--- src/rtl/ps2_pkg.sv ---
// Shared decoder state, scan-code prefix/reply constants and frame geometry
// for the PS/2 keyboard receiver and decoder.
package ps2_pkg;

    typedef enum logic [2:0] {
        IDLE,
        EXT,
        BRK,
        EXT_BRK,
        SKIP
    } dec_state_t;

    localparam logic [7:0] BYTE_E0 = 8'hE0;
    localparam logic [7:0] BYTE_F0 = 8'hF0;
    localparam logic [7:0] BYTE_E1 = 8'hE1;
    localparam logic [7:0] BYTE_FA = 8'hFA;
    localparam logic [7:0] BYTE_AA = 8'hAA;
    localparam logic [7:0] BYTE_EE = 8'hEE;
    localparam logic [7:0] BYTE_FE = 8'hFE;

    localparam int FRAME_LEN  = 11;
    localparam int PAUSE_SKIP = 7;

    // Keyboard replies to host commands; they never carry a key event.
    function automatic logic is_reply(input logic [7:0] b);
        return (b == BYTE_FA) || (b == BYTE_AA) || (b == BYTE_EE) || (b == BYTE_FE);
    endfunction

endpackage

--- src/rtl/ps2_rx.sv ---
// PS/2 line receiver: synchronizers, glitch filters, 11-bit frame capture and
// mid-frame timeout. Odd-parity checking is compiled in with PS2KEY_PARITY_EN.
module ps2_rx
    import ps2_pkg::*;
#(
    parameter int FILT    = 8,
    parameter int TIMEOUT = 49152
) (
    input  logic       clk_sys,
    input  logic       reset,
    input  logic       ps2_clk,
    input  logic       ps2_data,
    output logic [7:0] byte_data,
    output logic       byte_valid,
    output logic       frame_err
);

    localparam int CW = $clog2(FILT + 1);
    localparam int TW = $clog2(TIMEOUT + 1);
    localparam logic [3:0] LAST_BIT = 4'(FRAME_LEN - 1);

    // Index 0 carries ps2_clk, index 1 carries ps2_data.
    logic [1:0]         meta;
    logic [1:0]         sync;
    logic [1:0]         filt;
    logic [1:0][CW-1:0] fcnt;

    // NOTE: sequential state uses <= so every flop samples pre-edge values.
    always_ff @(posedge clk_sys or posedge reset) begin
        if (reset) begin
            meta <= '1;
            sync <= '1;
            filt <= '1;
            fcnt <= '0;
        end else begin
            meta <= {ps2_data, ps2_clk};
            sync <= meta;
            for (int i = 0; i < 2; i++) begin
                if (sync[i] == filt[i]) begin
                    fcnt[i] <= '0;
                end else if (fcnt[i] == CW'(FILT - 1)) begin
                    filt[i] <= sync[i];
                    fcnt[i] <= '0;
                end else begin
                    fcnt[i] <= fcnt[i] + 1'b1;
                end
            end
        end
    end

    logic          clk_prev;
    logic          fall;
    logic [3:0]    bit_cnt;
    logic [7:0]    shreg;
    logic [TW-1:0] tcnt;
    logic          parity_ok;

    assign fall      = clk_prev & ~filt[0];
    assign byte_data = shreg;

`ifdef PS2KEY_PARITY_EN
    logic parity_bit;

    always_ff @(posedge clk_sys or posedge reset) begin
        if (reset) begin
            parity_bit <= 1'b0;
        end else if (fall && bit_cnt == LAST_BIT - 4'd1) begin
            parity_bit <= filt[1];
        end
    end

    assign parity_ok = ^{shreg, parity_bit};
`else
    assign parity_ok = 1'b1;
`endif

    always_ff @(posedge clk_sys or posedge reset) begin
        if (reset) begin
            clk_prev   <= 1'b1;
            bit_cnt    <= '0;
            shreg      <= '0;
            tcnt       <= '0;
            byte_valid <= 1'b0;
            frame_err  <= 1'b0;
        end else begin
            clk_prev   <= filt[0];
            byte_valid <= 1'b0;
            frame_err  <= 1'b0;
            if (fall) begin
                tcnt <= '0;
                if (bit_cnt == 4'd0) begin
                    if (filt[1]) frame_err <= 1'b1;
                    else         bit_cnt   <= 4'd1;
                end else if (bit_cnt == LAST_BIT) begin
                    bit_cnt <= '0;
                    if (filt[1] && parity_ok) byte_valid <= 1'b1;
                    else                      frame_err  <= 1'b1;
                end else begin
                    if (bit_cnt <= 4'd8) shreg <= {filt[1], shreg[7:1]};
                    bit_cnt <= bit_cnt + 4'd1;
                end
            end else if (bit_cnt != 4'd0) begin
                // A falling edge in the same cycle takes the branch above.
                if (tcnt == TW'(TIMEOUT - 1)) begin
                    bit_cnt   <= '0;
                    tcnt      <= '0;
                    frame_err <= 1'b1;
                end else begin
                    tcnt <= tcnt + 1'b1;
                end
            end else begin
                tcnt <= '0;
            end
        end
    end

endmodule

--- src/rtl/ps2_key_gen.sv ---
// PS/2 scan-code decoder producing toggle-flagged key events with make/break
// and E0-extension flags. Parity checking in ps2_rx under PS2KEY_PARITY_EN.
module ps2_key_gen
    import ps2_pkg::*;
#(
    parameter int FILT    = 8,
    parameter int TIMEOUT = 49152
) (
    input  logic        clk_sys,
    input  logic        reset,
    input  logic        ps2_clk,
    input  logic        ps2_data,
    output logic [10:0] ps2_key,
    output logic        err
);

    logic [7:0] rx_byte;
    logic       byte_valid;
    logic       frame_err;

    dec_state_t state, state_next;
    logic [2:0] skip_cnt, skip_next;
    logic       emit;

    ps2_rx #(
        .FILT    (FILT),
        .TIMEOUT (TIMEOUT)
    ) u_rx (
        .clk_sys    (clk_sys),
        .reset      (reset),
        .ps2_clk    (ps2_clk),
        .ps2_data   (ps2_data),
        .byte_data  (rx_byte),
        .byte_valid (byte_valid),
        .frame_err  (frame_err)
    );

    always_ff @(posedge clk_sys or posedge reset) begin
        if (reset) begin
            state    <= IDLE;
            skip_cnt <= '0;
            ps2_key  <= '0;
            err      <= 1'b0;
        end else begin
            state    <= state_next;
            skip_cnt <= skip_next;
            err      <= frame_err;
            if (emit) begin
                ps2_key <= {~ps2_key[10],
                            (state == IDLE) || (state == EXT),
                            (state == EXT)  || (state == EXT_BRK),
                            rx_byte};
            end
        end
    end

    // NOTE: defaults first so no path leaves a signal unassigned (no latch).
    always_comb begin
        state_next = state;
        skip_next  = skip_cnt;
        emit       = 1'b0;
        if (frame_err) begin
            if (state != SKIP) state_next = IDLE;
        end else if (byte_valid) begin
            case (state)
                IDLE: begin
                    if (rx_byte == BYTE_E0) begin
                        state_next = EXT;
                    end else if (rx_byte == BYTE_F0) begin
                        state_next = BRK;
                    end else if (rx_byte == BYTE_E1) begin
                        state_next = SKIP;
                        skip_next  = '0;
                    end else if (!is_reply(rx_byte)) begin
                        emit = 1'b1;
                    end
                end
                EXT: begin
                    if (rx_byte == BYTE_F0)      state_next = EXT_BRK;
                    else if (rx_byte != BYTE_E0) emit = 1'b1;
                end
                BRK: begin
                    if (rx_byte != BYTE_F0) emit = 1'b1;
                end
                EXT_BRK: emit = 1'b1;
                SKIP: begin
                    if (skip_cnt == 3'(PAUSE_SKIP - 1)) begin
                        state_next = IDLE;
                        skip_next  = '0;
                    end else begin
                        skip_next = skip_cnt + 3'd1;
                    end
                end
                default: state_next = IDLE;
            endcase
            if (emit) state_next = IDLE;
        end
    end

endmodule

--- config.mk ---
export PLATFORM = sky130hd
export DESIGN_NAME = ps2_key_gen
export DESIGN_NICKNAME = d
export VERILOG_FILES = /design/src/rtl/ps2_pkg.sv /design/src/rtl/ps2_rx.sv /design/src/rtl/ps2_key_gen.sv
export SDC_FILE = /design/constraint.sdc
export NUM_CORES = 1
export LEC_CHECK = 0
export BUFFER_PORTS_ARGS = -buffer_cell sky130_fd_sc_hd__buf_2
export CAP_MARGIN = 20
export CORE_ASPECT_RATIO = 1.1
export CORE_MARGIN = 4
export CORE_UTILIZATION = 54
export DETAILED_ROUTE_END_ITERATION = 6
export PLACE_DENSITY = 0.75
export SYNTH_ARGS = -nofsm -noshare
export SYNTH_HDL_FRONTEND = slang
export SYNTH_SLANG_ARGS = --single-unit
export TNS_END_PERCENT = 1
--- constraint.sdc ---
create_clock -name clk_sys -period 2.3 [get_ports clk_sys]
set_clock_uncertainty 0.1 [all_clocks]
set_input_delay 0.115 -clock clk_sys [delete_from_list [all_inputs] [get_ports clk_sys]]
set_output_delay 0.115 -clock clk_sys [all_outputs]
set_load 0.01 [all_outputs]
# After elaboration in Yosys (flattened, before gate mapping)
# Cells that the tools add are included.
dict set report classes {
  add_sub_neg 5
  eq_ne 30
  n_lt_le_gt_ge 1
  mux 50
  bitwise 8
  reduce_logical 19
}
# operator count
set ops {}
lappend ops {{$eq 8x8->1 const B} 7}
lappend ops {{$mux 16} 3}
lappend ops {{$mux 4} 10}
lappend ops {{$mux 3} 13}
lappend ops {{$mux 1} 21}
lappend ops {{$add 16x1->16 const B} 1}
lappend ops {{$eq 16x16->1 const B} 1}
lappend ops {{$ne 8x8->1 const B} 2}
lappend ops {{$add 4x1->4 const B} 3}
lappend ops {{$pmux 3 s4} 1}
lappend ops {{$reduce_and 6->1} 2}
lappend ops {{$eq 4x3->1 const B} 2}
lappend ops {{$reduce_bool 2->1} 4}
lappend ops {{$not 1->1} 7}
lappend ops {{$eq 3x2->1 const B} 2}
lappend ops {{$eq 3x3->1 const B} 2}
lappend ops {{$ne 2x2->1 const B} 3}
lappend ops {{$ne 3x3->1 const B} 2}
lappend ops {{$ne 6x1->1 const B} 1}
lappend ops {{$pmux 3 s2} 1}
lappend ops {{$logic_or 1x1->1} 5}
lappend ops {{$eq 4x4->1 const B} 1}
lappend ops {{$le 4x4->1 const B} 1}
lappend ops {{$logic_not 4->1} 1}
lappend ops {{15 further kinds} 17}
dict set report word_totals {
  output_inout_bits 12
  in_bits 4
  register_bits 63
}

# Longest topological paths before layout
dict set report logic_depth {
  depth_word 14
  mapped_depth 8
}

# By module
# From an unflattened synthesis, not the netlist that was laid out.
dict set report hier_totals {
  cells_unflattened 277
  hier_area_um2 3006.6
}
# mod cells_per_inst area_each_um2 instances
set by_module_without_submodules {}
lappend by_module_without_submodules {ps2_rx 188 2030.7 1}
lappend by_module_without_submodules {ps2_key_gen 89 975.9 1}

# Worst setup path before layout
# No wires, ideal clock.
dict set report synth_path {
  path_type {reg-to-reg}
  from {reg u_rx.shreg[1], in the netlist u_rx.byte_data[1]}
  to {reg skip_cnt[1]}
  n_path_buf 0
  arrival_ns 2.084
  setup_ns 0.123
  t_required_ns 2.077
  stages_incl_launch_ff 6
  period_less_slack_ns 2.308
  setup_slack_ns -0.008
  cell_sequence {dfrtp_1 -> or4b_4 -> or4b_4 -> a2111o_1 -> o21ai_1 -> o21ai_1}
}
dict set report synth_via {
  elab_chain_cells 3
}
# element line
set synth_rtl {}
lappend synth_rtl {{start, declared} ps2_rx.sv:54} ;# logic [7:0] shreg;
lappend synth_rtl {{start signal, assigned} ps2_rx.sv:99} ;# if (bit_cnt <= 4'd8) shreg <= {filt[1], shreg[7:1]};
lappend synth_rtl {{$eq 8x8->1, on equally long branches} {ps2_key_gen.sv:71, ps2_key_gen.sv:67, ps2_key_gen.sv:69}}
lappend synth_rtl {{$ne 2x1->1 (no line) / $ne 2x2->1 (equally long branches)} -}
lappend synth_rtl {{$reduce_and 6->1 (no line) *} -}
lappend synth_rtl {{end signal, assigned} ps2_key_gen.sv:46} ;# skip_cnt <= skip_next;
lappend synth_rtl {{end, declared} ps2_key_gen.sv:22} ;# logic [2:0] skip_cnt, skip_next;
# Every way passes the cells marked *; elsewhere a longest branch is shown, timed or not.
# A chain may end at the register's enable or synchronous reset.

# Worst setup path in the final report
# Same ends and word-level chain as after synthesis.

==> metrics <==
Clock Tree Root clkbuf_8; Post-synth EDFFs 0; Synth top cells by count 56 x dfrtp_1, 39 x nor2_1, 24 x nand2_1; Initial Util 56.2%; Synth Flop Type dfrtp_1; grt total ovfl 0; DR vias 1965; final worst slack 0.00380 ns; Synth top area share 49.2%; MaxCap Viol Count 0; final setup fails 0; post-DP HPWL 3260 um; largest net degree at the start of global routing 33; FP Rows 27; Min-Delay Path Class flop to flop; die width 77.2 um; Netlist cell types 41; CP max FO 3; final count of pins violating max slew 0; initial antenna violation count 0; mapped cell area 2850 sq um; minimum clock period after layout 2.30 ns; vias in the first global route 1932; Final Hold Vio Count 0; Synth area leader dfrtp_1; CTS max path bufs 2; R2R Setup Slk 0.004 ns; worst hold margin 0.250 ns; GRT Resource Usage Total 16.3%; Max VDD drop 874 uV; area added between synthesis and finish 16.7%; die footprint 6500 sq um; # IOs 16; kind of critical path flop to flop; Worst slew margin 55.8%; Cell Int Power 2.09 mW; Routed WL 4650 um; Psw 0.840 mW; slew of the pin with the lowest slew margin 0.662 ns; core area 5070 sq um; CTS Buf Count 9; Fill cells 386; Wirelength per Cell 12.9 um; CP endpoint kind flop; share of layout cells above drive strength 1 24.5%; Pleak 1.56 nW; PortBufs 15; final antenna-violating net count 0; clk sinks 63; GPL Wtd Cong 0.818; Syn Inst Count 263; RSZ-0062 raised after global routing true; Synth Net Count 273; Sequential Power Share 47.3%; most area-consuming cells after synthesis dfrtp_1 49%, mux2_2 7.5%, dfstp_2 6.5%, nor2_1 5.1%, xnor2_1 3.7%; clock group share of total power 33.3%; CTS clk-pin slew, worst paths 0.07 ns; post-synthesis register bit count 63; synth warn 0; 1st-iter DRT viols 61; Worst Path Required 2.41 ns; Power Density 883 nW/um^2; drt pass-1 iters 4; die height 84.2 um; drt drc 0; H-tree Lvls 3; Final Cycle Share 99.8%; asr flop ratio synth 100%; Avg Vias per Cell 5.46; Placement Setup Slack -0.00770 ns; final layout net count 307; Clock Latency Late Sink 0.33 ns; CTS tree done; register area share after synthesis 55.7%; Util after Layout 65.6%; most frequent cell after synthesis dfrtp_1; total power draw 2.93 mW; Max Freq 0.436 GHz; antenna diode count 0; Avg Inst Size Synth 10.8 sq um; switch share 28.6%; Critical Path AT 2.41 ns; crit start category flop; first-pass GRT wire length 8480 um; status finished clean; Comb pwr share 19.4%
==> layout make-up <==
cell class	instances	area, sq um	share of cell area (%)
repair buffers	30	208	6.25
multi-input cells	185	1220	36.6
flip-flops and latches	63	1590	47.7
well taps	58	72.6	2.18
clock buffers	13	169	5.08
inverters	8	30.0	0.904
clock inverters	3	40.0	1.21
==> cell families (layout without fill, tap and decap cells) <==
kind of cell	Yosys count	after routing	synth area share, %
buffers and inverters	15	54	2.02
muxes	22	22	8.57
and+or+nand+nor	107	107	17.9
AOI/OAI and AO/OA	29	29	6.77
DFF	63	63	55.7
adders and majority gates	6	6	2.64
xor gates and xnor gates	21	21	6.46
==> metal layers <==
layer | vias to the layer above | share of wire (%) | wire length, um | global-route usage [%]
li1 | 978 | - | - | -
met1 | 944 | 45 | 2090 | 20.2
met2 | 33 | 50 | 2320 | 26.2
met3 | 10 | 2.6 | 122 | 3.86
met4 | 0 | 2.5 | 118 | 9.22
met5 | - | 0 | 0 | 0
==> flip-flops by register name (all words and copies together), names as in the netlist, 3 cells and up <==
register	count
ps2_key	11
skip_cnt	3
state	3
u_rx.bit_cnt	4
u_rx.byte_data	8
u_rx.fcnt	8
u_rx.tcnt	16
==> metrics by stage <==
step / cells / TNS [ns] / area [sq um]
after floorplan: 263 / 0 / 2850
after global placement: 341 / 0 / 3070
after detailed placement: 341 / -0.0267 / 3070
after CTS: 360 / -0.00399 / 3320
after global routing: 360 / -0.388 / 3320
final: 360 / 0 / 3320
==> timing repair <==
action	4_1_cts	5_1_grt
setup endpoints to repair	10	12
buffers inserted	0	0
gates resized for setup	1	1
pin swaps	0	1
cloned	0	0
endpoints found under the hold margin	26	0
hold buffers	3	0
==> cells in the final DEF, fill, tap and decap left out, drive strengths merged, types with 4 or more instances in the layout <==
cell type	count
xor2	9
nand3	13
dfstp	7
mux2	19
nand2	24
ha	6
clkbuf	13
nor3	8
buf	27
dfrtp	56
xnor2	12
a21oi	4
inv	8
o21ai	11
nand2b	5
nor2	39
nand4	4
==> path summary, 6_finish.rpt <==
path | start | end | cells after the start
min in group asynchronous | reset | u_rx.tcnt[6] | 3
worst min register to register | u_rx.meta[1] | u_rx.sync[1] | 0
worst max register to register | u_rx.byte_data[1] | skip_cnt[1] | 5
max in group asynchronous | reset | state[2] | 4
worst max-delay path | u_rx.byte_data[1] | skip_cnt[1] | 5
worst min-delay path | u_rx.meta[1] | u_rx.sync[1] | 0
==> power by group through the flow <==
stage          clock network (mW)  logic (mW)  registers, mW
2_1_floorplan                   0       0.459           1.36
3_3_place_gp                    0       0.561           1.40
3_5_place_dp                    0       0.571           1.41
4_1_cts                      1.01       0.580           1.39
5_1_grt                      1.08       0.658           1.41
6_report                    0.975       0.569           1.39
==> critical path, stage by stage (launching register included) <==
cell	delay [ns]
dfrtp_1	0.37
or4b_4	0.53
or4b_4	0.53
a2111o_1	0.42
o21ai_1	0.15
o21ai_1	0.08
No activity file was read; power rests on OpenSTA's default activity.
